--- config.mk ---
export PLATFORM = sky130hd
export DESIGN_NAME = display_scan_controller
export DESIGN_NICKNAME = d
export VERILOG_FILES = /design/src/rtl/display_scan_controller.sv
export SDC_FILE = /design/constraint.sdc
export NUM_CORES = 1
export LEC_CHECK = 0
export ABC_AREA = 1
export ABC_CLOCK_PERIOD_IN_PS = 2200
export CAP_MARGIN = 25
export CORE_UTILIZATION = 45
export CTS_CLUSTER_SIZE = 30
export DETAILED_ROUTE_END_ITERATION = 10
export PLACE_DENSITY = 0.68
export SLEW_MARGIN = 20
export SYNTH_ARGS = -nofsm -noshare
export SYNTH_HDL_FRONTEND = slang
export SYNTH_SLANG_ARGS = --single-unit
--- constraint.sdc ---
create_clock -name clk -period 2.2 [get_ports clk]
set_input_delay 0.44 -clock clk [delete_from_list [all_inputs] [get_ports clk]]
set_output_delay 0.44 -clock clk [all_outputs]
set_load 0.02 [all_outputs]
--- src/rtl/display_scan_controller.sv ---
// Four-digit multiplexed seven-segment scan controller with frame-synchronous data commit.
// Optional macro LEADING_ZERO_BLANK_EN blanks leading zero digits (digit 0 is never blanked).
module display_scan_controller #(
  parameter int unsigned REFRESH_DIV = 100000,
  parameter int unsigned GAP_CYCLES  = 16
) (
  input  logic        clk,
  input  logic        reset,
  input  logic        enable,
  input  logic [15:0] value,
  input  logic [3:0]  dp_in,
  input  logic        load,
  output logic        load_ack,
  output logic [3:0]  digit_bcd,
  output logic [3:0]  anode,
  output logic        dp
);

  typedef enum logic [1:0] {
    OFF  = 2'd0,
    SHOW = 2'd1,
    GAP  = 2'd2
  } state_t;

  localparam logic [19:0] SHOW_LAST = 20'(REFRESH_DIV - 1);
  localparam logic [19:0] GAP_LAST  = 20'(GAP_CYCLES - 1);

  state_t      state, state_nx;
  logic [1:0]  idx, idx_nx;
  logic [19:0] cnt, cnt_nx;

  logic [15:0] disp_val, disp_val_nx, pend_val;
  logic [3:0]  disp_dp, disp_dp_nx, pend_dp;
  logic        pend_flag;
  logic        commit;
  logic        blank_nx;
  logic [3:0]  nib_nx;

  // NOTE: every signal driven here gets a default first, so no path can infer a latch.
  always_comb begin
    state_nx = state;
    idx_nx   = idx;
    cnt_nx   = cnt;
    if (!enable) begin
      state_nx = OFF;
      idx_nx   = 2'd0;
      cnt_nx   = 20'd0;
    end else begin
      case (state)
        OFF: begin
          state_nx = SHOW;
          idx_nx   = 2'd0;
          cnt_nx   = 20'd0;
        end
        SHOW: begin
          if (cnt == SHOW_LAST) begin
            cnt_nx = 20'd0;
            if (GAP_CYCLES > 0) begin
              state_nx = GAP;
            end else begin
              idx_nx = idx + 2'd1;
            end
          end else begin
            cnt_nx = cnt + 20'd1;
          end
        end
        GAP: begin
          if (cnt == GAP_LAST) begin
            state_nx = SHOW;
            idx_nx   = idx + 2'd1;
            cnt_nx   = 20'd0;
          end else begin
            cnt_nx = cnt + 20'd1;
          end
        end
        default: begin
          state_nx = OFF;
          idx_nx   = 2'd0;
          cnt_nx   = 20'd0;
        end
      endcase
    end
  end

  // Commit only at a frame boundary (entering digit 0) or while dark, so a frame never tears.
  always_comb begin
    commit = pend_flag &&
             ((state == OFF) ||
              ((state_nx == SHOW) && (idx_nx == 2'd0) && !((state == SHOW) && (idx == 2'd0))));
    disp_val_nx = commit ? pend_val : disp_val;
    disp_dp_nx  = commit ? pend_dp  : disp_dp;
    nib_nx      = disp_val_nx[{idx_nx, 2'b00} +: 4];
  end

`ifdef LEADING_ZERO_BLANK_EN
  always_comb begin
    case (idx_nx)
      2'd3:    blank_nx = (disp_val_nx[15:12] == 4'd0)  && !disp_dp_nx[3];
      2'd2:    blank_nx = (disp_val_nx[15:8]  == 8'd0)  && !disp_dp_nx[2];
      2'd1:    blank_nx = (disp_val_nx[15:4]  == 12'd0) && !disp_dp_nx[1];
      default: blank_nx = 1'b0;
    endcase
  end
`else
  assign blank_nx = 1'b0;
`endif

  // Outputs are registered from next-state values so they line up with the state they describe.
  // NOTE: sequential state uses non-blocking assignments only, so every register samples pre-edge values.
  always_ff @(posedge clk) begin
    if (reset) begin
      state     <= OFF;
      idx       <= 2'd0;
      cnt       <= 20'd0;
      disp_val  <= 16'd0;
      disp_dp   <= 4'd0;
      pend_val  <= 16'd0;
      pend_dp   <= 4'd0;
      pend_flag <= 1'b0;
      load_ack  <= 1'b0;
      digit_bcd <= 4'd0;
      anode     <= 4'b1111;
      dp        <= 1'b1;
    end else begin
      state     <= state_nx;
      idx       <= idx_nx;
      cnt       <= cnt_nx;
      disp_val  <= disp_val_nx;
      disp_dp   <= disp_dp_nx;
      load_ack  <= commit;
      digit_bcd <= nib_nx;
      // A load coinciding with a commit stays pending for the next boundary.
      if (load) begin
        pend_val  <= value;
        pend_dp   <= dp_in;
        pend_flag <= 1'b1;
      end else if (commit) begin
        pend_flag <= 1'b0;
      end
      if ((state_nx == SHOW) && !blank_nx) begin
        anode <= ~(4'b0001 << idx_nx);
        dp    <= ~disp_dp_nx[idx_nx];
      end else begin
        anode <= 4'b1111;
        dp    <= 1'b1;
      end
    end
  end

endmodule

==> impl_metrics.py, run 1 <==
metrics = {
    "pwr": {
        "totalPowerFinal_w": 0.00286,
        "p_int_w": 0.00212,
        "powerDensity_nw_per_um2": 618,
        "leakage_nw": 1.99,
        "switching_share_pct": 25.9,
        "power.share.combinational_pct": 13.2,
        "power.ir.vdd_worst_uv": 390,
        "share_seq_of_total_power_pct": 50.4,
        "power_frac_clock_pct": 36.4,
        "switching_power_w": 0.000739,
    },
    "sta": {
        "skew_ns": 0.00952,
        "setup_viol_count_final": 1,
        "hold-worst-slack_ns": 0.463,
        "final_hold_viol_count": 0,
        "period_needed_ns": 2.21,
        "fmax_mhz": 453,
        "timing.final.crit_share_pct": 100,
        "final_max_slew_viol_count": 0,
        "totalNegativeSetupSlack_ns": -0.00604,
        "maxSlewHeadroom_pct": 58.4,
        "layout_setup_ws_ns": -0.00604,
        "worst_slew_pin_slew_ns": 0.623,
        "grt_setup_unrepaired": "yes",
    },
    "worst_setup_path": {
        "cp-end-kind": "flop",
        "timing.critical_path.buf_inv": 1,
        "criticalPathCategory": "reg2reg",
        "longest_individual_stage_delay_on_the_worst_path_ns": 0.35,
        "critical_path_arrival_ns": 2.45,
        "cpMostUsedCell": "nand2_2",
        "start_kind": "flop",
        "worstPathCellList": "ha_4 > nand3_4 > nor2_4 > nand3_2 > nand2_2 > nand2_2 > nand2_2 > nand2_4 > o21ai_4 > nand2_4 > nand2_8 > buf_12 > nand3_4 > nand3_2 > nand2_2 > nor2_2 > nand2_1",
        "worst_path_max_delay_cell": "dfxtp_2",
        "ff2ff_setup_slack_ns": -0.006,
        "cpLargestDelayFamily": "simple AND/OR/NAND/NOR gates",
        "cp_data_required_time_ns": 2.44,
        "worst-path-max-fanout": 5,
    },
    "placed_design": {
        "place.detailed.hpwl_um": 5170,
        "portBuffers": 33,
        "gp_routability_congestion": 0.820,
    },
    "logic_synthesis": {
        "synth.ff_latch_count": 75,
        "synthCells": 465,
        "synth_common_cells": "nor2_1, dfxtp_1, nand2_1, inv_1, nand3_1",
        "synth_largest_type_area_fraction_pct": 44.6,
        "ys_async_sr_fraction_pct": 0,
        "postSynthNetCount": 495,
        "synth.largest_area_cell": "dfxtp_1",
        "sequential_to_total_area_share_from_yosys_stat_pct": 44.6,
        "syn-mean-instance-area_um2": 7.23,
        "synth.yosys.warnings": 0,
        "netlist-cell-type-count": 27,
        "synthMostInstantiatedCell": "nor2_1",
        "synthTopCellsByArea": "dfxtp_1, nor2_1, nand2_1, inv_1, nand3_1",
        "mappedNetlistArea_um2": 3360,
        "synth_enable_flop_cells": 0,
        "ys_dominant_reg_cell": "dfxtp_1",
    },
    "layout": {
        "n_fill_cell": 635,
        "antenna_cells": 0,
        "area.sequential_um2": 1510,
        "layout.nets": 574,
        "layout-area-overhead-vs-synth_pct": 37.4,
        "final_core_util_pct": 63.7,
        "multi_input_comb_area_um2": 1790,
        "post_route_cells_drive_above_1_share_pct": 23.7,
    },
    "cts": {
        "tritoncts_num_sinks": 75,
        "cts-buffers-inserted": 9,
        "ctsHtreeMaxLevel": 3,
        "cts.path.max_buffers": 2,
        "clk_latency_ns": 0.35,
        "worst_setup_hold_path_clk_slew_ns": 0.08,
        "clock_tree_from_tritoncts": "yes",
        "root_buffer": "clkbuf_8",
        "cts.hold.buffers_added": 0,
    },
    "drt": {
        "number_of_remaining_drc_errors": 0,
        "wire_per_inst_um": 11.5,
        "via_per_inst": 4.70,
        "drt-initial-drc-count": 155,
        "routed_wirelength_um": 7470,
        "ant_nets": 0,
        "num_vias": 3038,
        "drt_first_pass_iters": 4,
    },
    "floorplan": {
        "row_count": 31,
        "placeableCoreArea_um2": 7250,
        "ios": 34,
        "die_x_um": 88.5,
        "dieArea_um2": 7820,
        "initial_utilization_pct": 46.4,
        "chipHeight_um": 88.5,
    },
    "global_route": {
        "largest_net_degree_at_the_start_of_global_routing": 26,
        "grt_total_ovfl": 0,
        "first_global_vias": 2688,
        "wire_length_of_the_first_global_routing_pass_um": 12100,
        "grt.total_usage_pct": 20.1,
        "number_of_antenna_violations_at_the_first_check_in_global_routing": 0,
    },
    "status": {
        "outcome": "finished, violations left",
        "violations": "setup timing",
    },
    "hold_path": {
        "holdCritPathClass": "reg2reg",
    },
    "flow_run": {
        "max_cap_viol_count": 0,
    },
}
-- logic make-up after synthesis --
family                   after synthesis  share of synthesized area (%)
flip-flops                            75                           44.6
buffers and inverters                 80                           9.71
adder cells (fa/ha/maj)                6                           2.23
XOR/XNOR                              15                           3.91
AND/OR/NAND/NOR                      241                           31.9
AO/OA/AOI/OAI                         48                           7.59
-- final timing paths --
kind,from,to,cells after the start
setup / recovery,cnt[0]$_SDFF_PP0_,dp$_SDFF_PP1_,17
hold / removal,pend_val[14]$_SDFFE_PP0P_,pend_val[14]$_SDFFE_PP0P_,2
setup reg to reg,cnt[0]$_SDFF_PP0_,dp$_SDFF_PP1_,17
hold reg to reg,pend_val[14]$_SDFFE_PP0P_,pend_val[14]$_SDFFE_PP0P_,2
-- layout make-up --
class | instances | share of cell area, %
Clock buffer | 9 | 2.68
Clock inverter | 6 | 1.44
Inverter | 64 | 5.20
Multi-Input combinational cell | 311 | 38.7
Sequential cell | 75 | 32.7
Tap cell | 99 | 2.68
Timing Repair Buffer | 83 | 16.6
-- timing repair --
item | in CTS | in global routing
hold endpoints to repair | 0 | 0
gates resized for setup | 14 | 45
gates cloned | 1 | 2
pin swaps | 5 | 25
endpoints found under the setup margin | 22 | 24
buffers inserted | 1 | 4
-- power groups by stage --
| stage | combinational, W | clock, W | sequential, W |
|---|---|---|---|
| floorplan | 0.000183 | 0 | 0.00147 |
| global placement | 0.000320 | 0 | 0.00147 |
| detailed placement | 0.000327 | 0 | 0.00147 |
| CTS | 0.000341 | 0.00105 | 0.00144 |
| global route | 0.000419 | 0.00112 | 0.00145 |
| finish | 0.000376 | 0.00104 | 0.00144 |
-- flip-flops by register name, indices dropped and copies added, names as in the netlist --
register and cells:
cnt 20, disp_val 16, pend_val 16, anode 4
digit_bcd 4, disp_dp 4, pend_dp 4, idx 2
state 2, dp 1, load_ack 1, pend_flag 1
-- layout by cell type (no fill, tap or decap), drive strengths merged --
| cell type | n |
|---|---|
| xor2 | 7 |
| nand2 | 93 |
| and2 | 1 |
| nor4b | 1 |
| nand3b | 1 |
| nor2 | 86 |
| clkbuf | 10 |
| inv | 65 |
| or2 | 1 |
| dfxtp | 75 |
| nor3b | 2 |
| o21ai | 26 |
| bufinv | 1 |
| a21oi | 22 |
| ha | 6 |
| clkdlybuf4s50 | 33 |
| nand3 | 47 |
| nand4 | 3 |
| nor3 | 6 |
| nor4 | 1 |
| clkinv | 4 |
| xnor2 | 8 |
| buf | 49 |
-- stage by stage --
stage               std cells  setup WS [ns]  instance area (µm²)
CTS                       641       -0.00285                 4370
floorplan                 465         0.0967                 3360
detailed placement        624         -0.214                 4080
finish                    647       -0.00604                 4620
global placement          624         -0.148                 4080
global route              647         -0.137                 4620
-- metal layers --
metal | up-vias | routed length (µm) | track usage, %
met4 | 0 | 134 | 9.24
met1 | 1361 | 3630 | 27.3
met5 | - | 0 | 0
met2 | 51 | 3410 | 31.4
met3 | 10 | 292 | 3.45
li1 | 1616 | - | -
-- worst register-to-register path, stage by stage (launching register included) --
cell     delay, ns
dfxtp_2       0.35
ha_4          0.15
nand3_4       0.09
nor2_4        0.15
nand3_2       0.10
nand2_2       0.09
nand2_2       0.07
nand2_2       0.07
nand2_4       0.06
o21ai_4       0.18
nand2_4       0.09
nand2_8       0.14
buf_12        0.15
nand3_4       0.08
nand3_2       0.09
nand2_2       0.05
nor2_2        0.13
nand2_1       0.07
No activity file was read; power rests on OpenSTA's default activity.
==> inputs of run 2 (changes only) <==
Settings changed: CORE_UTILIZATION 45 to 36, PLACE_DENSITY 0.68 to default, SLEW_MARGIN 20 to default, TNS_END_PERCENT from default to 5.
==> run 2 against run 1 <==
  * The run now ends clean
  * Clock skew rose by 0.0059 ns
  * Combinational power fell by 3%
  * Non-clock buffer count did not move
  * Core utilization fell by 12 points
  * First-iteration DRC count fell by 42%
  * Final cell count rose by 1.5%
  * Global-route usage fell by 4.4 points
  * Flip-flop and latch count did not move
  * Largest power group unchanged
  * Highest routed layer unchanged
==> impl_metrics.py, run 2 (synthesis gave the netlist of run 1 again) <==
metrics = {
    "worst_setup_path": {
        "cp_data_required_time_ns": 2.42,
        "cpMostUsedCell": "nand2_2",
        "criticalPathCategory": "reg2reg",
        "longest_individual_stage_delay_on_the_worst_path_ns": 0.36,
        "start_kind": "flop",
        "rr_startpoint": "cnt[16]$_SDFF_PP0_",
        "ff2ff_setup_slack_ns": 0.02,
        "cp-end-kind": "flop",
        "worstSetupStartpoint": "cnt[16]$_SDFF_PP0_",
        "worst-path-max-fanout": 8,
        "worst_path_max_delay_cell": "dfxtp_4",
        "worstPathCellList": "or2_0 > nor2_1 > nand3_2 > nand2_2 > nand2_2 > nand2_2 > nand2_4 > o21ai_4 > nand2_4 > nand2_8 > buf_12 > nand3_4 > nand3_2 > nand2_2 > nor2_1 > nor2_1",
        "critical_path_arrival_ns": 2.40,
        "cpLargestDelayFamily": "simple AND/OR/NAND/NOR gates",
        "timing.critical_path.buf_inv": 1,
    },
    "global_route": {
        "largest_net_degree_at_the_start_of_global_routing": 39,
        "grt.total_usage_pct": 15.7,
        "number_of_antenna_violations_at_the_first_check_in_global_routing": 0,
        "grt_total_ovfl": 0,
        "wire_length_of_the_first_global_routing_pass_um": 12100,
        "first_global_vias": 2731,
    },
    "sta": {
        "final_max_slew_viol_count": 0,
        "final_hold_viol_count": 0,
        "worst_slew_pin_slew_ns": 0.469,
        "grt_setup_unrepaired": "yes",
        "period_needed_ns": 2.18,
        "fmax_mhz": 460,
        "skew_ns": 0.0154,
        "layout_setup_ws_ns": 0.0240,
        "setup_viol_count_final": 0,
        "maxSlewHeadroom_pct": 68.7,
        "timing.final.crit_share_pct": 98.9,
        "totalNegativeSetupSlack_ns": 0,
    },
    "status": {
        "outcome": "completed",
    },
    "drt": {
        "ant_nets": 0,
        "via_per_inst": 4.66,
        "drt_first_pass_iters": 4,
        "routed_wirelength_um": 7610,
        "number_of_remaining_drc_errors": 0,
        "wire_per_inst_um": 11.6,
        "num_vias": 3060,
        "drt-initial-drc-count": 90,
    },
    "layout": {
        "largest-register": "cnt",
        "multi_input_comb_area_um2": 1800,
        "n_fill_cell": 847,
        "antenna_cells": 0,
        "largest_reg_flops": 20,
        "largest_registers": "cnt: 20 flops, disp_val: 16 flops, pend_val: 16 flops",
        "layout-area-overhead-vs-synth_pct": 36.9,
        "layout.cells.most_common": "nor2_1",
        "area.sequential_um2": 1510,
        "layout.nets": 574,
        "finish.instance_area_um2": 4610,
        "post_route_cells_drive_above_1_share_pct": 24.6,
        "commonest_non_fill_non_tap_cells_in_the_layout": "nor2_1, nand2_1, dfxtp_1, inv_1, buf_4",
    },
    "hold_path": {
        "timing.hold.worst.start": "pend_val[11]$_SDFFE_PP0P_",
        "holdCritPathClass": "reg2reg",
    },
    "cts": {
        "cts.hold.buffers_added": 0,
        "cts-buffers-inserted": 9,
        "clk_latency_ns": 0.35,
        "root_buffer": "clkbuf_8",
        "cts.path.max_buffers": 2,
        "ctsHtreeMaxLevel": 3,
        "tritoncts_num_sinks": 75,
        "worst_setup_hold_path_clk_slew_ns": 0.09,
        "clock_tree_from_tritoncts": "yes",
    },
    "placed_design": {
        "standard_cell_area_after_detailed_placement_um2": 4090,
        "post-place-ws_ns": -0.229,
        "portBuffers": 33,
        "place.detailed.hpwl_um": 5240,
        "gp_routability_congestion": 0.808,
    },
    "floorplan": {
        "chipHeight_um": 98.7,
        "die_x_um": 98.7,
        "row_count": 34,
        "dieArea_um2": 9730,
        "initial_utilization_pct": 37.8,
        "placeableCoreArea_um2": 8890,
        "ios": 34,
    },
    "pwr": {
        "power.ir.vdd_worst_uv": 330,
        "leakage_nw": 1.97,
        "powerDensity_nw_per_um2": 608,
    },
    "flow_run": {
        "max_cap_viol_count": 0,
    },
}
## run 2: cell types whose count changed in the layout (fill, tap and decap cells not counted), sizes merged
cell / before / now
clkbuf: 10 / 11
bufinv: 1 / 0
clkinvlp: 0 / 1
inv: 65 / 67
clkinv: 4 / 2
## run 2: where the power goes
part           internal, W  switching (W)  leakage [nW]
clock network     0.000452       0.000544        0.0937
logic             0.000168       0.000197          1.26
registers          0.00141      0.0000226         0.618
total              0.00203       0.000764          1.97
## run 2: stage by stage
step	std cells	utilization, %	hold WS, ns	total power, W
after floorplan	465	-	0.418	0.00165
after CTS	652	48.7	0.461	0.00278
after global placement	636	46.0	0.440	0.00178
after detailed placement	636	46.0	0.447	0.00179
final	657	51.8	0.480	0.00280
after global routing	657	51.8	0.508	0.00293
## run 2: worst reg2reg max path, cell delays in order (launching register included)
cell	delay, ns
dfxtp_4	0.36
or2_0	0.24
nor2_1	0.13
nand3_2	0.09
nand2_2	0.08
nand2_2	0.07
nand2_2	0.09
nand2_4	0.06
o21ai_4	0.18
nand2_4	0.09
nand2_8	0.11
buf_12	0.16
nand3_4	0.08
nand3_2	0.08
nand2_2	0.07
nor2_1	0.11
nor2_1	0.05
## run 2: per-layer routing
metal	part of all wire [%]	global-route usage (%)
met5	0	0
met4	2.7	8.04
met3	2.4	3.48
met2	48	26.7
met1	46	18.8
## run 2: worst paths after layout
check             cells past startpoint                         to
setup / recovery                     16    digit_bcd[0]$_SDFF_PP0_
hold / removal                        2  pend_val[11]$_SDFFE_PP0P_
setup reg to reg                     16    digit_bcd[0]$_SDFF_PP0_
hold reg to reg                       2  pend_val[11]$_SDFFE_PP0P_
## run 2: area by class of cell
type / instances / share of cell area [%]
well taps: 108 / 2.93
flip-flops and latches: 75 / 32.9
inverters: 64 / 5.22
repair buffers: 83 / 16.0
clock buffers: 10 / 2.99
multi-input cells: 311 / 39.0
clock inverters: 6 / 1.03
## run 2: timing repair
action	in CTS	in global routing
gates cloned	0	2
setup buffers	0	3
pin swaps	3	25
gates resized for setup	15	50
setup endpoints to repair	10	22
